**src/rtl/cpp_internal_int_to_double_serial.sv**
```systemverilog
// Serial int32 -> IEEE-754 double converter using toggle-event handshakes.
// Normalization shifts one bit per clock, so latency depends on leading zeros.
module cpp_internal_int_to_double_serial #(
   parameter int EXP_BIAS = 1023
) (
   input  logic        clk,
   input  logic        rst,
   input  logic [31:0] in,
   input  logic        update_in,
   output logic [63:0] out,
   output logic        update_out,
   output logic        busy
);

   typedef enum logic [1:0] {IDLE, NORM, PACK} state_t;

   state_t      state;
   logic        upd_d;
   logic        pending;
   logic        sgn;
   logic        zero;
   logic [31:0] mag;
   logic [4:0]  e;
   logic        evt;
   logic [10:0] exp_field;

   assign evt       = update_in ^ upd_d;
   assign exp_field = 11'(EXP_BIAS) + 11'(e);

   // upd_d tracks update_in even during reset so a toggle coinciding with
   // reset is swallowed instead of surfacing as an event afterwards.
   always_ff @(posedge clk) begin
      upd_d <= update_in;
      if (rst) begin
         state      <= IDLE;
         out        <= '0;
         update_out <= 1'b0;
         busy       <= 1'b0;
         pending    <= 1'b0;
         sgn        <= 1'b0;
         zero       <= 1'b0;
         mag        <= '0;
         e          <= '0;
      end else begin
         case (state)
            IDLE: begin
               if (evt || pending) begin
                  sgn     <= in[31];
                  mag     <= in[31] ? (~in + 32'd1) : in;
                  e       <= 5'd31;
                  pending <= 1'b0;
                  zero    <= (in == 32'd0);
                  busy    <= 1'b1;
                  state   <= (in == 32'd0) ? PACK : NORM;
               end
            end
            NORM: begin
               if (evt)
                  pending <= 1'b1;
               if (mag[31])
                  state <= PACK;
               else begin
                  mag <= mag << 1;
                  e   <= e - 5'd1;
               end
            end
            PACK: begin
               // Events here are deferred to the next IDLE edge via pending.
               if (evt)
                  pending <= 1'b1;
               out        <= zero ? 64'h0 : {sgn, exp_field, mag[30:0], 21'b0};
               update_out <= ~update_out;
               busy       <= 1'b0;
               state      <= IDLE;
            end
            default: state <= IDLE;
         endcase
      end
   end

endmodule
```
**config.mk**
```make
export PLATFORM = sky130hd
export DESIGN_NAME = cpp_internal_int_to_double_serial
export DESIGN_NICKNAME = d
export VERILOG_FILES = /design/src/rtl/cpp_internal_int_to_double_serial.sv
export SDC_FILE = /design/constraint.sdc
export NUM_CORES = 1
export LEC_CHECK = 0
export BUFFER_PORTS_ARGS = -buffer_cell sky130_fd_sc_hd__buf_2
export CAP_MARGIN = 30
export CORE_UTILIZATION = 56
export DETAILED_ROUTE_END_ITERATION = 10
export PLACE_DENSITY = 0.81
export SLEW_MARGIN = 30
export SYNTH_ARGS = -nofsm -noshare
export SYNTH_HDL_FRONTEND = slang
export SYNTH_SLANG_ARGS = --single-unit
```
**constraint.sdc**
```tcl
create_clock -name clk -period 3 [get_ports clk]
set_input_delay 0.3 -clock clk [delete_from_list [all_inputs] [get_ports clk]]
set_output_delay 0.3 -clock clk [all_outputs]
set_load 0.005 [all_outputs]
```
# After elaboration in Yosys (flattened, before gate mapping)
# Index checks and enable logic that the tools add are counted.
dict set report word_totals {
  out_inout_bits 66
  in_bits 35
  register_bits 109
  wordCells 53
}
dict set report op_classes {
  bitwise_logic 3
  add_sub_neg 3
  n_eq_ne 6
  n_mux 17
  n_reduce_logical 13
}
# op count
set ops {}
lappend ops {{$mux W32} 3}
lappend ops {{$mux W64} 1}
lappend ops {{$pmux W32 S2} 1}
lappend ops {{$add A32 B1 Y32 const B} 1}
lappend ops {{$logic_not A32 Y1} 1}
lappend ops {{$not A32 Y32} 1}
lappend ops {{$add A10 B5 Y11 const A} 1}
lappend ops {{$mux W5} 2}
lappend ops {{$pmux W5 S2} 1}
lappend ops {{$reduce_and A2 Y1} 4}
lappend ops {{$mux W2} 3}
lappend ops {{$ne A2 B2 Y1 const B} 3}
lappend ops {{$reduce_and A3 Y1} 2}
lappend ops {{$reduce_bool A2 Y1} 3}
lappend ops {{$sub A5 B1 Y5 const B} 1}
lappend ops {{$pmux W1 S2} 2}
lappend ops {{$pmux W2 S2} 1}
lappend ops {{$mux W1} 3}
lappend ops {{$eq A2 B1 Y1 const B} 1}
lappend ops {{$eq A2 B2 Y1 const B} 1}
lappend ops {{$logic_not A2 Y1} 1}
lappend ops {{$ne A2 B1 Y1 const B} 1}
lappend ops {{$reduce_or A2 Y1} 1}
lappend ops {{$logic_or A1 B1 Y1} 1}
lappend ops {{2 further kinds} 2}

# Depth between registers and ports, before layout
# Gate-level depths: netlist of the first run.
dict set report depth {
  ltp_word 5
  depth_mapped 9
  ltp_nobuf 7
}

# Least setup slack after synthesis of the first run
# OpenSTA, ideal clock, no wires.
dict set report synth_path {
  path_type {input to register}
  start {input in[0]}
  end {register mag[18]}
  path_buffers 1
  setup_time_ps 133
  arrival_time_ps 2047
  required_ps 2867
  slack_ps 820
  path_stages 8
  path_cell_list {inv_1 -> ha_1 -> or4b_1 -> or2_2 -> buf_2 -> o31a_1 -> a31oi_1 -> a211oi_2}
}
dict set report synth_via {
  elab_chain_len 5
}
# element line_no
set synth_rtl {}
lappend synth_rtl {{start: declaration} 8} ;# input logic [31:0] in,
lappend synth_rtl {{$not A32 Y32} 49} ;# mag <= in[31] ? (~in + 32'd1) : in;
lappend synth_rtl {{$add A32 B1 Y32} 49}
lappend synth_rtl {{$mux W32} 49}
lappend synth_rtl {{$mux W32} 47} ;# if (evt || pending) begin
lappend synth_rtl {{$pmux W32 S2} 45} ;# case (state)
lappend synth_rtl {{end signal: assignment} 49}
lappend synth_rtl {{end signal: assignment} 63} ;# mag <= mag << 1;
lappend synth_rtl {{end: declaration} 22} ;# logic [31:0] mag;
# Every way passes these cells. The select of a mux whose other input is x is not followed.
# A chain may end at the register's enable or synchronous reset.

# Worst setup path after layout of the first run
dict set report layout_path {
  start {register state[1]}
  end {register mag[7]}
}
dict set report layout_via {
  elab_chain_len 3
  elab_cells_between_ends 7
  classes_between {3 x eq/ne; 1 x mux; 3 x reduce/logical}
}
# element line_no
set layout_rtl {}
lappend layout_rtl {{start: declaration} 17} ;# state_t state;
lappend layout_rtl {{start signal: assignment} 54} ;# state <= (in == 32'd0) ? PACK : NORM;
lappend layout_rtl {{$eq A2 B1 Y1 or $logic_not A2 Y1 (tied branches)} 45}
lappend layout_rtl {{$ne A2 B2 Y1 (no line) or $reduce_bool A2 Y1 (tied branches)} -}
lappend layout_rtl {{$reduce_and A3 Y1 (no line)} -}
# Several ways; a longest one is shown, not always the timed one.

==> results_tabular.tex, run 1 <==
\begin{tabular}{lr}
\hline
Metric & Value \\
\hline
\multicolumn{2}{l}{\textbf{Run status}} \\
Status & completed \\
\multicolumn{2}{l}{\textbf{Placement}} \\
Routability-driven placement congestion ratio & 0.8820 \\
Total of buffers placed on input and output ports & 79 \\
Dpl hpwl & 8.633 mm \\
\multicolumn{2}{l}{\textbf{Final layout}} \\
Diodes inserted & 0 \\
Multi-input logic area & 2895 sq um \\
Area growth, synth to finish & 10.77\% \\
Final nets & 679 \\
Sequential cell area & 1742 sq um \\
Layout Utilization & 0.6540 \\
Share of post-route cells with drive strength above 1 & 0.2084 \\
Fill cell total of the finished layout & 716 \\
\multicolumn{2}{l}{\textbf{Global routing}} \\
Largest net degree at the start of global routing & 75 \\
Total congestion overflow after global routing & 0 \\
Number of antenna violations at the first check in global routing & 0 \\
Total routing resource utilization after global routing & 0.2810 \\
Number of global-route vias before repair & 3952 \\
Global-route wire length before repair & 19.78 mm \\
\multicolumn{2}{l}{\textbf{Floorplan}} \\
Placeable core area & 8382 sq um \\
Row cnt & 33 \\
Boundary pin count & 101 \\
Floorplan die area & 9217 sq um \\
Initial standard-cell utilization of the core & 0.5904 \\
Die Ht & 96.01 um \\
Die extent in x & 96.01 um \\
\multicolumn{2}{l}{\textbf{Synth}} \\
Asr flop ratio synth & 0 \\
Cells after Synth & 587 \\
Synthesis warning total & 0 \\
Flops \& latches, synth & 87 \\
Unique cell type count in the Yosys netlist & 71 \\
Synth Flop Type & dfxtp\_1 \\
Area share of the leading cell type in the synthesized netlist & 0.3520 \\
Seq/Total Area, Yosys & 0.3520 \\
Post-Syn Area & 4948 sq um \\
Cell type with the highest aggregate area in the netlist & dfxtp\_1 \\
Synthesized area divided by synthesized cell count & 8.430 sq um \\
Number of enable-type register cells in the synthesized netlist & 0 \\
Leading cell types by total area after synthesis & dfxtp\_1, a21oi\_1, nand3b\_1 \\
\multicolumn{2}{l}{\textbf{Critical path}} \\
Data required time at the worst endpoint & 3.23 ns \\
Largest stage delay, worst path & 0.59 ns \\
Dominant delay contributor by cell family on the critical path & buffers and inverters \\
Register-to-register setup slack & 0.56 ns \\
Depth of the most critical reg-to-reg path & 8 \\
Buffers plus inverters on the worst setup path & 3 \\
FF-to-FF End & mag[7] \\
Kind of launch point of the worst setup path & register \\
Capturing element type of the critical path & register \\
Signal arrival time at the worst endpoint & 2.66 ns \\
Slowest cell on the critical path & clkinv\_1 \\
Largest fanout on the critical path & 40 \\
Launch point of the worst reg-to-reg path & state[1] \\
CP Cell Sequence & inv\_1 -> ha\_1 -> buf\_4 -> clkinv\_1 -> a21oi\_1 -> nor2\_1 -> o21ai\_0 -> a21oi\_1 \\
Cell repeated most along the worst path & a21oi\_1 \\
Category of the most critical setup path & reg2reg \\
\multicolumn{2}{l}{\textbf{Clock tree}} \\
Insertion delay of the later-clocked pin in the worst-skew pair & 0.37 ns \\
Post-CTS Hold Buffers & 0 \\
H-tree levels & 3 \\
Count of clock tree sinks & 87 \\
Clock root buffer & clkbuf\_8 \\
Clock tree from TritonCTS & yes \\
Number of buffers created by CTS & 9 \\
Reg clk slew, reported paths & 0.09 ns \\
Cts repair resizes & 0 \\
Setup fix buffers added after clock tree synthesis & 0 \\
Maximum root-to-sink buffer count & 2 \\
\multicolumn{2}{l}{\textbf{Min path}} \\
Worst Hold Path Cells & 1 \\
Worst hold path endpoint & upd\_d \\
Min-Delay Startpoint & update\_in \\
Type of the tightest min-delay check & in2reg \\
\multicolumn{2}{l}{\textbf{STA}} \\
Number of hold violations in the final report & 0 \\
Transition time at the pin with the least slew margin & 0.7951 ns \\
Period Utilization, post-route & 0.8120 \\
Maximum clock frequency & 410.5 MHz \\
Summed negative setup slack over all endpoints & 0 ns \\
Max-Slew Margin vs Limit & 0.4699 \\
Final-report setup violation count & 0 \\
Count of pins over their slew limit & 0 \\
Final critical-path required period & 2.436 ns \\
Max Clock Skew & 0.009493 ns \\
RSZ-0062 raised after global routing & no \\
\multicolumn{2}{l}{\textbf{Power}} \\
Internal Power & 2.014 mW \\
Share of power burned in combinational logic & 0.273 \\
Switching power share of the total & 0.3661 \\
Net switching power & 1.164 mW \\
Largest vdd supply drop & 0.3170 mV \\
Fraction of power consumed by the clock network & 0.274 \\
Part of the total power dissipated in sequential elements & 0.453 \\
Leakage component of the power & 2.118 nW \\
PD cells & 579.7 nW/um\^{}2 \\
\multicolumn{2}{l}{\textbf{Drt}} \\
Number of detailed-routing iterations run before antenna repair & 5 \\
Via total after detailed routing & 4573 \\
Remaining routing DRC violations & 0 \\
Wire per inst & 16.87 um \\
Starting DRT DRC Count & 422 \\
Number of vias per cell & 6.114 \\
Detailed Route WL & 12.62 mm \\
Antenna Nets Post-Route & 0 \\
\multicolumn{2}{l}{\textbf{Flow run}} \\
Max capacitance violation total & 0 \\
\hline
\end{tabular}
==> power by group through the flow <==
stage          clock [mW]  sequential [mW]  combinational [mW]
2_1_floorplan           0             1.40               0.634
4_1_cts             0.884             1.43               0.849
6_report            0.870             1.44               0.868
5_1_grt             0.933             1.46               0.949
3_5_place_dp            0             1.46               0.837
3_3_place_gp            0             1.45               0.817
==> layer usage <==
layer  track usage  up-vias  wire, um
li1              -     2177         -
met1        0.4067     2102      5740
met2        0.4125      268      5489
met3       0.06003       26      1183
met4       0.08955        0       208
met5             0        -         0
==> cells in the final DEF, fill, tap and decap left out, types with 4 or more instances in the layout <==
cell / synthesis / final
nor2b_1: 12 / 12
dfxtp_1: 87 / 87
or3_1: 4 / 4
nand2_1: 23 / 23
nor3b_1: 10 / 10
o41ai_1: 4 / 4
buf_2: 1 / 79
nor3_1: 8 / 8
xnor2_1: 11 / 11
conb_1: 1 / 21
a211oi_1: 9 / 9
nand2b_1: 33 / 33
nand3b_1: 30 / 30
a311oi_1: 5 / 5
and3_1: 7 / 7
nor2_1: 44 / 44
o21ai_0: 18 / 18
nor4_1: 4 / 4
mux2i_1: 8 / 8
a21oi_1: 76 / 76
or4_1: 4 / 4
buf_4: 23 / 8
xor2_1: 14 / 14
a221oi_1: 6 / 5
or2_2: 5 / 5
a31oi_1: 6 / 6
clkbuf_8: 0 / 9
ha_1: 6 / 5
inv_1: 12 / 12
a211o_1: 6 / 6
o22ai_1: 7 / 7
==> cell usage after synthesis (6+ instances only) <==
cell type,n
a211o_1,6
a211oi_1,9
a21oi_1,76
a221oi_1,6
a31oi_1,6
and3_1,7
buf_1,7
buf_4,23
clkbuf_1,34
dfxtp_1,87
ha_1,6
inv_1,12
mux2i_1,8
nand2_1,23
nand2b_1,33
nand3b_1,30
nor2_1,44
nor2b_1,12
nor3_1,8
nor3b_1,10
o21ai_0,18
o22ai_1,7
xnor2_1,11
xor2_1,14
==> flip-flops by register name, summed over array words and instances, names as in the netlist <==
| signal | cells |
|---|---|
| sgn | 1 |
| zero | 1 |
| e | 5 |
| pending | 1 |
| mag | 32 |
| state | 2 |
| out | 42 |
| upd_d | 1 |
| update_out | 1 |
| busy | 1 |
==> worst max-delay path by stage <==
stage          slack, ns  startpoint  cells after the start       end
6_report            0.56    state[1]                      8    mag[7]
5_1_grt             0.41    state[1]                      7  state[1]
4_1_cts             0.63    state[1]                      8    mag[7]
3_5_place_dp        0.50       in[0]                      8   mag[14]
3_3_place_gp        0.54       in[0]                      8   mag[14]
2_1_floorplan       0.82       in[0]                      8   mag[18]
==> final cells by class <==
| class | instances | area share |
|---|---|---|
| Tap cell | 105 | 0.02397 |
| Clock inverter | 7 | 0.01552 |
| Timing Repair Buffer | 87 | 0.08309 |
| Inverter | 13 | 0.008902 |
| Sequential cell | 87 | 0.3177 |
| Clock buffer | 9 | 0.02260 |
| Multi-Input combinational cell | 440 | 0.5282 |
==> cells by family (layout without fill, tap and decap cells) <==
kind of cell,after synthesis,count (layout),synth area share
AOI/OAI and AO/OA,173,173,0.2374
xor gates and xnor gates,25,25,0.04425
adders and majority gates,6,6,0.01517
buffers and inverters,80,116,0.08217
DFF,87,87,0.3520
muxes,9,9,0.01846
other,1,21,0.0007578
and+or+nand+nor,206,206,0.2498
==> through the flow <==
| stage | cell area [sq um] | setup WS [ns] | std cells | power (mW) | hold slack, ns |
|---|---|---|---|---|---|
| after floorplan | 5024 | 0.8200 | 607 | 2.037 | 0.3277 |
| after global placement | 5273 | 0.5430 | 732 | 2.269 | 0.4526 |
| after detailed placement | 5273 | 0.4990 | 732 | 2.294 | 0.4553 |
| after CTS | 5482 | 0.6307 | 748 | 3.164 | 0.07804 |
| after global routing | 5482 | 0.4075 | 748 | 3.338 | 0.08025 |
| final | 5482 | 0.5641 | 748 | 3.178 | 0.08376 |
Power figures use the tool's default switching activity.
==> run 2: changes to the inputs <==
--- a/config.mk
+++ b/config.mk
@@ -7,9 +7,9 @@
 export LEC_CHECK = 0
 export BUFFER_PORTS_ARGS = -buffer_cell sky130_fd_sc_hd__buf_2
 export CAP_MARGIN = 30
-export CORE_UTILIZATION = 56
+export CORE_UTILIZATION = 50
 export DETAILED_ROUTE_END_ITERATION = 10
-export PLACE_DENSITY = 0.81
+export PLACE_DENSITY = 0.77
 export SLEW_MARGIN = 30
 export SYNTH_ARGS = -nofsm -noshare
 export SYNTH_HDL_FRONTEND = slang
==> constraint.sdc (replaced) <==
create_clock -name clk -period 2.07 [get_ports clk]
set_input_delay 0.207 -clock clk [delete_from_list [all_inputs] [get_ports clk]]
set_output_delay 0.207 -clock clk [all_outputs]
set_load 0.005 [all_outputs]
==> results_tabular.tex, run 2 (synthesis gave the netlist of run 1 again) <==
\begin{tabular}{lr}
\hline
Metric & Value \\
\hline
\multicolumn{2}{l}{\textbf{Final layout}} \\
Fill cell total of the finished layout & 840 (was 716) \\
Final Instance Area & 5979 sq um (was 5482 sq um) \\
Share of post-route cells with drive strength above 1 & 0.2718 (was 0.2084) \\
Largest reg by FF count & out (unchanged) \\
Non-filler cells, final & 817 (was 748) \\
Highest-count cells in the layout ignoring fill and taps & dfxtp\_1, buf\_2, a21oi\_1 (unchanged) \\
Final nets & 724 (was 679) \\
Area growth, synth to finish & 20.83\% (was 10.77\%) \\
Number of flip-flops under the largest register name & 42 (unchanged) \\
Leading cell type in the layout, fill and taps excluded & dfxtp\_1 (unchanged) \\
Biggest regs & out (42), mag (32), e (5) (unchanged) \\
Diodes inserted & 0 (unchanged) \\
\multicolumn{2}{l}{\textbf{Floorplan}} \\
Row cnt & 35 (was 33) \\
Boundary pin count & 101 (unchanged) \\
Die extent in x & 101.5 um (was 96.01 um) \\
Initial standard-cell utilization of the core & 0.5256 (was 0.5904) \\
Die Ht & 101.5 um (was 96.01 um) \\
Floorplan die area & 10300 sq um (was 9217 sq um) \\
Placeable core area & 9415 sq um (was 8382 sq um) \\
\multicolumn{2}{l}{\textbf{Placement}} \\
Placed standard-cell area & 5655 sq um (was 5273 sq um) \\
Number of cells after detailed placement & 796 (was 732) \\
Dpl hpwl & 9.327 mm (was 8.633 mm) \\
Total of buffers placed on input and output ports & 79 (unchanged) \\
Routability-driven placement congestion ratio & 0.9379 (was 0.8820) \\
\multicolumn{2}{l}{\textbf{Critical path}} \\
Capturing element type of the critical path & register (unchanged) \\
Category of the most critical setup path & reg2reg (unchanged) \\
Kind of launch point of the worst setup path & register (unchanged) \\
Data required time at the worst endpoint & 2.36 ns (was 3.23 ns) \\
Signal arrival time at the worst endpoint & 2.29 ns (was 2.66 ns) \\
Largest fanout on the critical path & 23 (was 40) \\
Largest stage delay, worst path & 0.36 ns (was 0.59 ns) \\
CP Cell Sequence & inv\_2 -> ha\_1 -> buf\_4 -> nor2\_1 -> buf\_4 -> a221oi\_4 -> buf\_6 -> buf\_6 -> clkbuf\_16 -> a211o\_1 -> a21oi\_2 (was inv\_1 -> ha\_1 -> buf\_4 -> clkinv\_1 -> a21oi\_1 -> nor2\_1 -> o21ai\_0 -> a21oi\_1) \\
Slowest cell on the critical path & dfxtp\_2 (was clkinv\_1) \\
\multicolumn{2}{l}{\textbf{STA}} \\
RSZ-0062 raised after global routing & no (unchanged) \\
Hold\_ws & 0.1632 ns (was 0.08376 ns) \\
Maximum clock frequency & 500.9 MHz (was 410.5 MHz) \\
Max Clock Skew & 0.009203 ns (was 0.009493 ns) \\
Number of hold violations in the final report & 0 (unchanged) \\
Period Utilization, post-route & 0.9644 (was 0.8120) \\
Max-Slew Margin vs Limit & 0.3725 (was 0.4699) \\
Count of pins over their slew limit & 0 (unchanged) \\
Final critical-path required period & 1.996 ns (was 2.436 ns) \\
Final-report setup violation count & 0 (unchanged) \\
Transition time at the pin with the least slew margin & 0.9413 ns (was 0.7951 ns) \\
\multicolumn{2}{l}{\textbf{Flow run}} \\
Max capacitance violation total & 0 (unchanged) \\
\multicolumn{2}{l}{\textbf{Drt}} \\
Detailed Route WL & 13.45 mm (was 12.62 mm) \\
Number of detailed-routing iterations run before antenna repair & 5 (unchanged) \\
Remaining routing DRC violations & 0 (unchanged) \\
Antenna Nets Post-Route & 0 (unchanged) \\
Number of vias per cell & 5.792 (was 6.114) \\
Via total after detailed routing & 4732 (was 4573) \\
Starting DRT DRC Count & 474 (was 422) \\
Wire per inst & 16.46 um (was 16.87 um) \\
\multicolumn{2}{l}{\textbf{Clock tree}} \\
Count of clock tree sinks & 87 (unchanged) \\
Clock tree from TritonCTS & yes (unchanged) \\
Insertion delay of the later-clocked pin in the worst-skew pair & 0.36 ns (was 0.37 ns) \\
Reg clk slew, reported paths & 0.09 ns (about the same) \\
Number of buffers created by CTS & 9 (unchanged) \\
Maximum root-to-sink buffer count & 2 (unchanged) \\
Clock root buffer & clkbuf\_8 (unchanged) \\
H-tree levels & 3 (unchanged) \\
\multicolumn{2}{l}{\textbf{Run status}} \\
Status & completed (unchanged) \\
\multicolumn{2}{l}{\textbf{Global routing}} \\
Total congestion overflow after global routing & 0 (unchanged) \\
Global-route wire length before repair & 20.96 mm (was 19.78 mm) \\
Total routing resource utilization after global routing & 0.2617 (was 0.2810) \\
Largest net degree at the start of global routing & 89 (was 75) \\
Number of antenna violations at the first check in global routing & 0 (unchanged) \\
Number of global-route vias before repair & 4274 (was 3952) \\
\multicolumn{2}{l}{\textbf{Min path}} \\
Type of the tightest min-delay check & in2reg (unchanged) \\
\multicolumn{2}{l}{\textbf{Power}} \\
PD cells & 813.8 nW/um\^{}2 (was 579.7 nW/um\^{}2) \\
Largest vdd supply drop & 0.4130 mV (was 0.3170 mV) \\
Leakage component of the power & 2.385 nW (was 2.118 nW) \\
\hline
\end{tabular}
-- run 2: cell count changes in the layout (fill, tap and decap cells not counted), sizes merged --
| cell | previous run | this run |
|---|---|---|
| clkinvlp | 2 | 1 |
| clkbuf | 9 | 14 |
| clkinv | 1 | 2 |
| dlygate4sd3 | 0 | 1 |
| inv | 16 | 13 |
| buf | 87 | 129 |
-- run 2: stage by stage --
| stage | power (mW) | util | TNS [ns] | setup slack, ns |
|---|---|---|---|---|
| 5_1_grt | 5.084 | 0.6351 | 0 | 0.002804 |
| 3_5_place_dp | 3.479 | 0.6007 | -3.557 | -0.3386 |
| 2_1_floorplan | 2.959 | - | 0 | 0.03632 |
| 3_3_place_gp | 3.447 | 0.6007 | -2.531 | -0.2705 |
| 4_1_cts | 4.716 | 0.6245 | 0 | 0.01142 |
| 6_report | 4.866 | 0.6351 | 0 | 0.07367 |
-- run 2: routing by layer --
metal,vias to the layer above,track usage,routed length [um]
li1,2271,-,-
met1,2192,0.3721,6149
met2,246,0.3956,5973
met3,23,0.05107,1102
met4,0,0.08919,223
met5,-,0,0
-- run 2: final timing paths --
check | slack (ns) | endpoint | cells past startpoint | startpoint
min reg2reg | 0.47 | out[45] | 2 | out[45]
max reg2reg | 0.07 | mag[19] | 11 | state[1]
min | 0.16 | mag[17] | 3 | in[17]
max | 0.07 | mag[19] | 11 | state[1]
-- run 2: layout make-up --
class                           count  area (sq um)  share of cell area
Multi-Input combinational cell    440          2930              0.4901
Sequential cell                    87          1744              0.2917
Timing Repair Buffer              132         888.4              0.1486
Tap cell                          129         161.4             0.02699
Clock buffer                       12         155.1             0.02595
Clock inverter                      4         51.30            0.008579
Inverter                           13         48.80            0.008161
-- run 2: power by group --
part	leakage, nW	internal [mW]	switching [mW]
combinational	1.57	0.677	0.864
clock	0.103	0.627	0.613
sequential	0.712	1.88	0.211
-- run 2: repair_timing --
| action | in CTS | in global routing |
|---|---|---|
| pin swaps | 0 | 1 |
| setup buffers | 0 | 2 |
| setup endpoints to repair | 3 | 18 |
| hold endpoints to repair | 1 | 0 |
| hold buffers | 1 | 0 |
| resized for setup | 3 | 10 |
| gates cloned | 0 | 2 |
-- run 2: critical path, delay by kind of cell (launching register included) --
kind	cells	cell delay [ns]
adder cells (fa/ha/maj)	1	0.19
buffers and inverters	6	0.82
flip-flops	1	0.36
AND/OR/NAND/NOR	1	0.14
AO/OA/AOI/OAI	3	0.41
==> run 3: changes to the inputs <==
--- a/config.mk
+++ b/config.mk
@@ -7,9 +7,9 @@
 export LEC_CHECK = 0
 export BUFFER_PORTS_ARGS = -buffer_cell sky130_fd_sc_hd__buf_2
 export CAP_MARGIN = 30
-export CORE_UTILIZATION = 50
+export CORE_UTILIZATION = 60
 export DETAILED_ROUTE_END_ITERATION = 10
-export PLACE_DENSITY = 0.77
+export PLACE_DENSITY = 0.86
 export SLEW_MARGIN = 30
 export SYNTH_ARGS = -nofsm -noshare
 export SYNTH_HDL_FRONTEND = slang
==> constraint.sdc (replaced) <==
create_clock -name clk -period 2.6 [get_ports clk]
set_input_delay 0.26 -clock clk [delete_from_list [all_inputs] [get_ports clk]]
set_output_delay 0.26 -clock clk [all_outputs]
set_load 0.005 [all_outputs]
==> results_tabular.tex, run 3 (synthesis gave the netlist of run 1 again) <==
\begin{tabular}{lr}
\hline
Metric & Value \\
\hline
\multicolumn{2}{l}{\textbf{Floorplan}} \\
Die extent in x & 92.82 um (was 101.5 um) \\
Placeable core area & 7848 sq um (was 9415 sq um) \\
Row cnt & 32 (was 35) \\
Die Ht & 92.82 um (was 101.5 um) \\
Boundary pin count & 101 (unchanged) \\
Initial standard-cell utilization of the core & 0.6306 (was 0.5256) \\
Floorplan die area & 8615 sq um (was 10300 sq um) \\
\multicolumn{2}{l}{\textbf{Placement}} \\
Total of buffers placed on input and output ports & 79 (unchanged) \\
Placed standard-cell area & 5304 sq um (was 5655 sq um) \\
Routability-driven placement congestion ratio & 0.9209 (was 0.9379) \\
Dpl hpwl & 8.826 mm (was 9.327 mm) \\
\multicolumn{2}{l}{\textbf{Power}} \\
PD cells & 652.8 nW/um\^{}2 (was 813.8 nW/um\^{}2) \\
Largest vdd supply drop & 0.4862 mV (was 0.4130 mV) \\
Leakage component of the power & 2.117 nW (was 2.385 nW) \\
\multicolumn{2}{l}{\textbf{Global routing}} \\
Largest net degree at the start of global routing & 70 (was 89) \\
Total routing resource utilization after global routing & 0.3023 (was 0.2617) \\
Number of antenna violations at the first check in global routing & 0 (unchanged) \\
Total congestion overflow after global routing & 0 (unchanged) \\
Number of global-route vias before repair & 4179 (was 4274) \\
Global-route wire length before repair & 20.59 mm (was 20.96 mm) \\
\multicolumn{2}{l}{\textbf{Min path}} \\
Worst hold path endpoint & upd\_d (was mag[17]) \\
Worst Hold Path Cells & 1 (was 3) \\
Type of the tightest min-delay check & in2reg (unchanged) \\
Min-Delay Startpoint & update\_in (was in[17]) \\
\multicolumn{2}{l}{\textbf{Final layout}} \\
Area growth, synth to finish & 10.80\% (was 20.83\%) \\
Final Instance Area & 5483 sq um (was 5979 sq um) \\
Largest reg by FF count & out (unchanged) \\
Biggest regs & out (42), mag (32), e (5) (unchanged) \\
Leading cell type in the layout, fill and taps excluded & dfxtp\_1 (unchanged) \\
Number of flip-flops under the largest register name & 42 (unchanged) \\
Layout Utilization & 0.6987 (was 0.6351) \\
Share of post-route cells with drive strength above 1 & 0.2121 (was 0.2718) \\
Highest-count cells in the layout ignoring fill and taps & dfxtp\_1, buf\_2, a21oi\_1 (unchanged) \\
Diodes inserted & 0 (unchanged) \\
Final nets & 682 (was 724) \\
\multicolumn{2}{l}{\textbf{Critical path}} \\
Launch point of the worst reg-to-reg path & state[1] (unchanged) \\
Signal arrival time at the worst endpoint & 2.64 ns (was 2.29 ns) \\
Depth of the most critical reg-to-reg path & 7 (was 11) \\
Dominant delay contributor by cell family on the critical path & compound AO/OA/AOI/OAI gates (was buffers and inverters) \\
Register-to-register setup slack & 0.25 ns (was 0.07 ns) \\
Largest fanout on the critical path & 15 (was 23) \\
Buffers plus inverters on the worst setup path & 2 (was 6) \\
Kind of launch point of the worst setup path & register (unchanged) \\
Capturing element type of the critical path & register (unchanged) \\
Largest stage delay, worst path & 0.60 ns (was 0.36 ns) \\
CP Cell Sequence & inv\_1 -> ha\_1 -> nor2b\_1 -> a221o\_1 -> buf\_4 -> a21oi\_1 -> a211oi\_1 (was inv\_2 -> ha\_1 -> buf\_4 -> nor2\_1 -> buf\_4 -> a221oi\_4 -> buf\_6 -> buf\_6 -> clkbuf\_16 -> a211o\_1 -> a21oi\_2) \\
Category of the most critical setup path & reg2reg (unchanged) \\
Slowest cell on the critical path & a221o\_1 (was dfxtp\_2) \\
Data required time at the worst endpoint & 2.89 ns (was 2.36 ns) \\
FF-to-FF End & mag[4] (was mag[19]) \\
\multicolumn{2}{l}{\textbf{STA}} \\
Number of hold violations in the final report & 0 (unchanged) \\
Max-Slew Margin vs Limit & 0.5464 (was 0.3725) \\
Maximum clock frequency & 425.9 MHz (was 500.9 MHz) \\
Summed negative setup slack over all endpoints & 0 ns (unchanged) \\
Count of pins over their slew limit & 0 (unchanged) \\
Max Clock Skew & 0.009888 ns (was 0.009203 ns) \\
RSZ-0062 raised after global routing & no (unchanged) \\
Transition time at the pin with the least slew margin & 0.6741 ns (was 0.9413 ns) \\
Final-report setup violation count & 0 (unchanged) \\
Period Utilization, post-route & 0.9031 (was 0.9644) \\
Final critical-path required period & 2.348 ns (was 1.996 ns) \\
\multicolumn{2}{l}{\textbf{Clock tree}} \\
Post-CTS Hold Buffers & 0 (was 1) \\
Insertion delay of the later-clocked pin in the worst-skew pair & 0.38 ns (was 0.36 ns) \\
Clock tree from TritonCTS & yes (unchanged) \\
Reg clk slew, reported paths & 0.10 ns (was 0.09 ns) \\
Cts repair resizes & 0 (was 3) \\
Setup fix buffers added after clock tree synthesis & 0 (unchanged) \\
Number of buffers created by CTS & 9 (unchanged) \\
Maximum root-to-sink buffer count & 2 (unchanged) \\
Count of clock tree sinks & 87 (unchanged) \\
H-tree levels & 3 (unchanged) \\
Clock root buffer & clkbuf\_8 (unchanged) \\
\multicolumn{2}{l}{\textbf{Drt}} \\
Number of vias per cell & 6.243 (was 5.792) \\
Via total after detailed routing & 4670 (was 4732) \\
Remaining routing DRC violations & 0 (unchanged) \\
Number of detailed-routing iterations run before antenna repair & 4 (was 5) \\
Starting DRT DRC Count & 379 (was 474) \\
Wire per inst & 16.96 um (was 16.46 um) \\
Detailed Route WL & 12.69 mm (was 13.45 mm) \\
Antenna Nets Post-Route & 0 (unchanged) \\
\multicolumn{2}{l}{\textbf{Run status}} \\
Status & completed (unchanged) \\
\multicolumn{2}{l}{\textbf{Flow run}} \\
Max capacitance violation total & 0 (unchanged) \\
\hline
\end{tabular}
==> run 3: cell count changes in the layout (fill, tap and decap cells not counted), sizes merged <==
cell / change
dlygate4sd3: -1
buf: -39
clkbuf: -5
bufinv: -1
clkinvlp: +3
inv: +1
==> run 3: routing by layer <==
metal / up-vias / global-route usage / routed length, um
li1: 2186 / - / -
met1: 2198 / 0.4214 / 5503
met2: 260 / 0.4657 / 5703
met3: 26 / 0.04844 / 1244
met4: 0 / 0.1179 / 235
met5: - / 0 / 0
==> run 3: worst max-delay path by stage <==
stage                     slack, ns  startpoint      end  depth (start not counted)
after floorplan                0.45    state[1]  mag[26]                          9
after global placement         0.22       in[0]  mag[26]                          8
after detailed placement       0.11       in[0]  mag[14]                          8
after CTS                      0.30    state[1]   mag[4]                          7
after global routing           0.12    state[1]   mag[4]                          7
final                          0.25    state[1]   mag[4]                          7
==> run 3: worst register-to-register path, delay by kind of cell (launching register included) <==
family          cells  cell delay (ns)
buf+inv             2             0.40
simple gates        1             0.37
compound gates      3             0.91
flops               1             0.34
fa+ha+maj           1             0.24
==> run 3: final cells by class <==
cell class / count / area [sq um]
multi-input cells: 440 / 2895
inverters: 13 / 48.80
repair buffers: 90 / 490.5
flip-flops and latches: 87 / 1742
fillers: 646 / 2365
clock inverters: 7 / 55.05
clock buffers: 9 / 123.9
well taps: 102 / 127.6
==> run 3: power by group <==
| group | total [mW] | internal [mW] | switching, mW |
|---|---|---|---|
| Combinational | 1.03 | 0.389 | 0.637 |
| Sequential | 1.67 | 1.49 | 0.174 |
| Clock | 0.887 | 0.355 | 0.532 |
| Total | 3.58 | 2.24 | 1.34 |
==> run 3: per-stage QoR <==
stage          hold WS (ns)  std cells  power [mW]  setup WS (ns)
2_1_floorplan        0.2877        607       2.351         0.4540
3_3_place_gp         0.4143        732       2.636         0.2151
3_5_place_dp         0.4205        732       2.680         0.1101
4_1_cts             0.03126        748       3.551         0.3039
5_1_grt             0.03885        748       3.744         0.1241
6_report            0.03805        748       3.579         0.2520
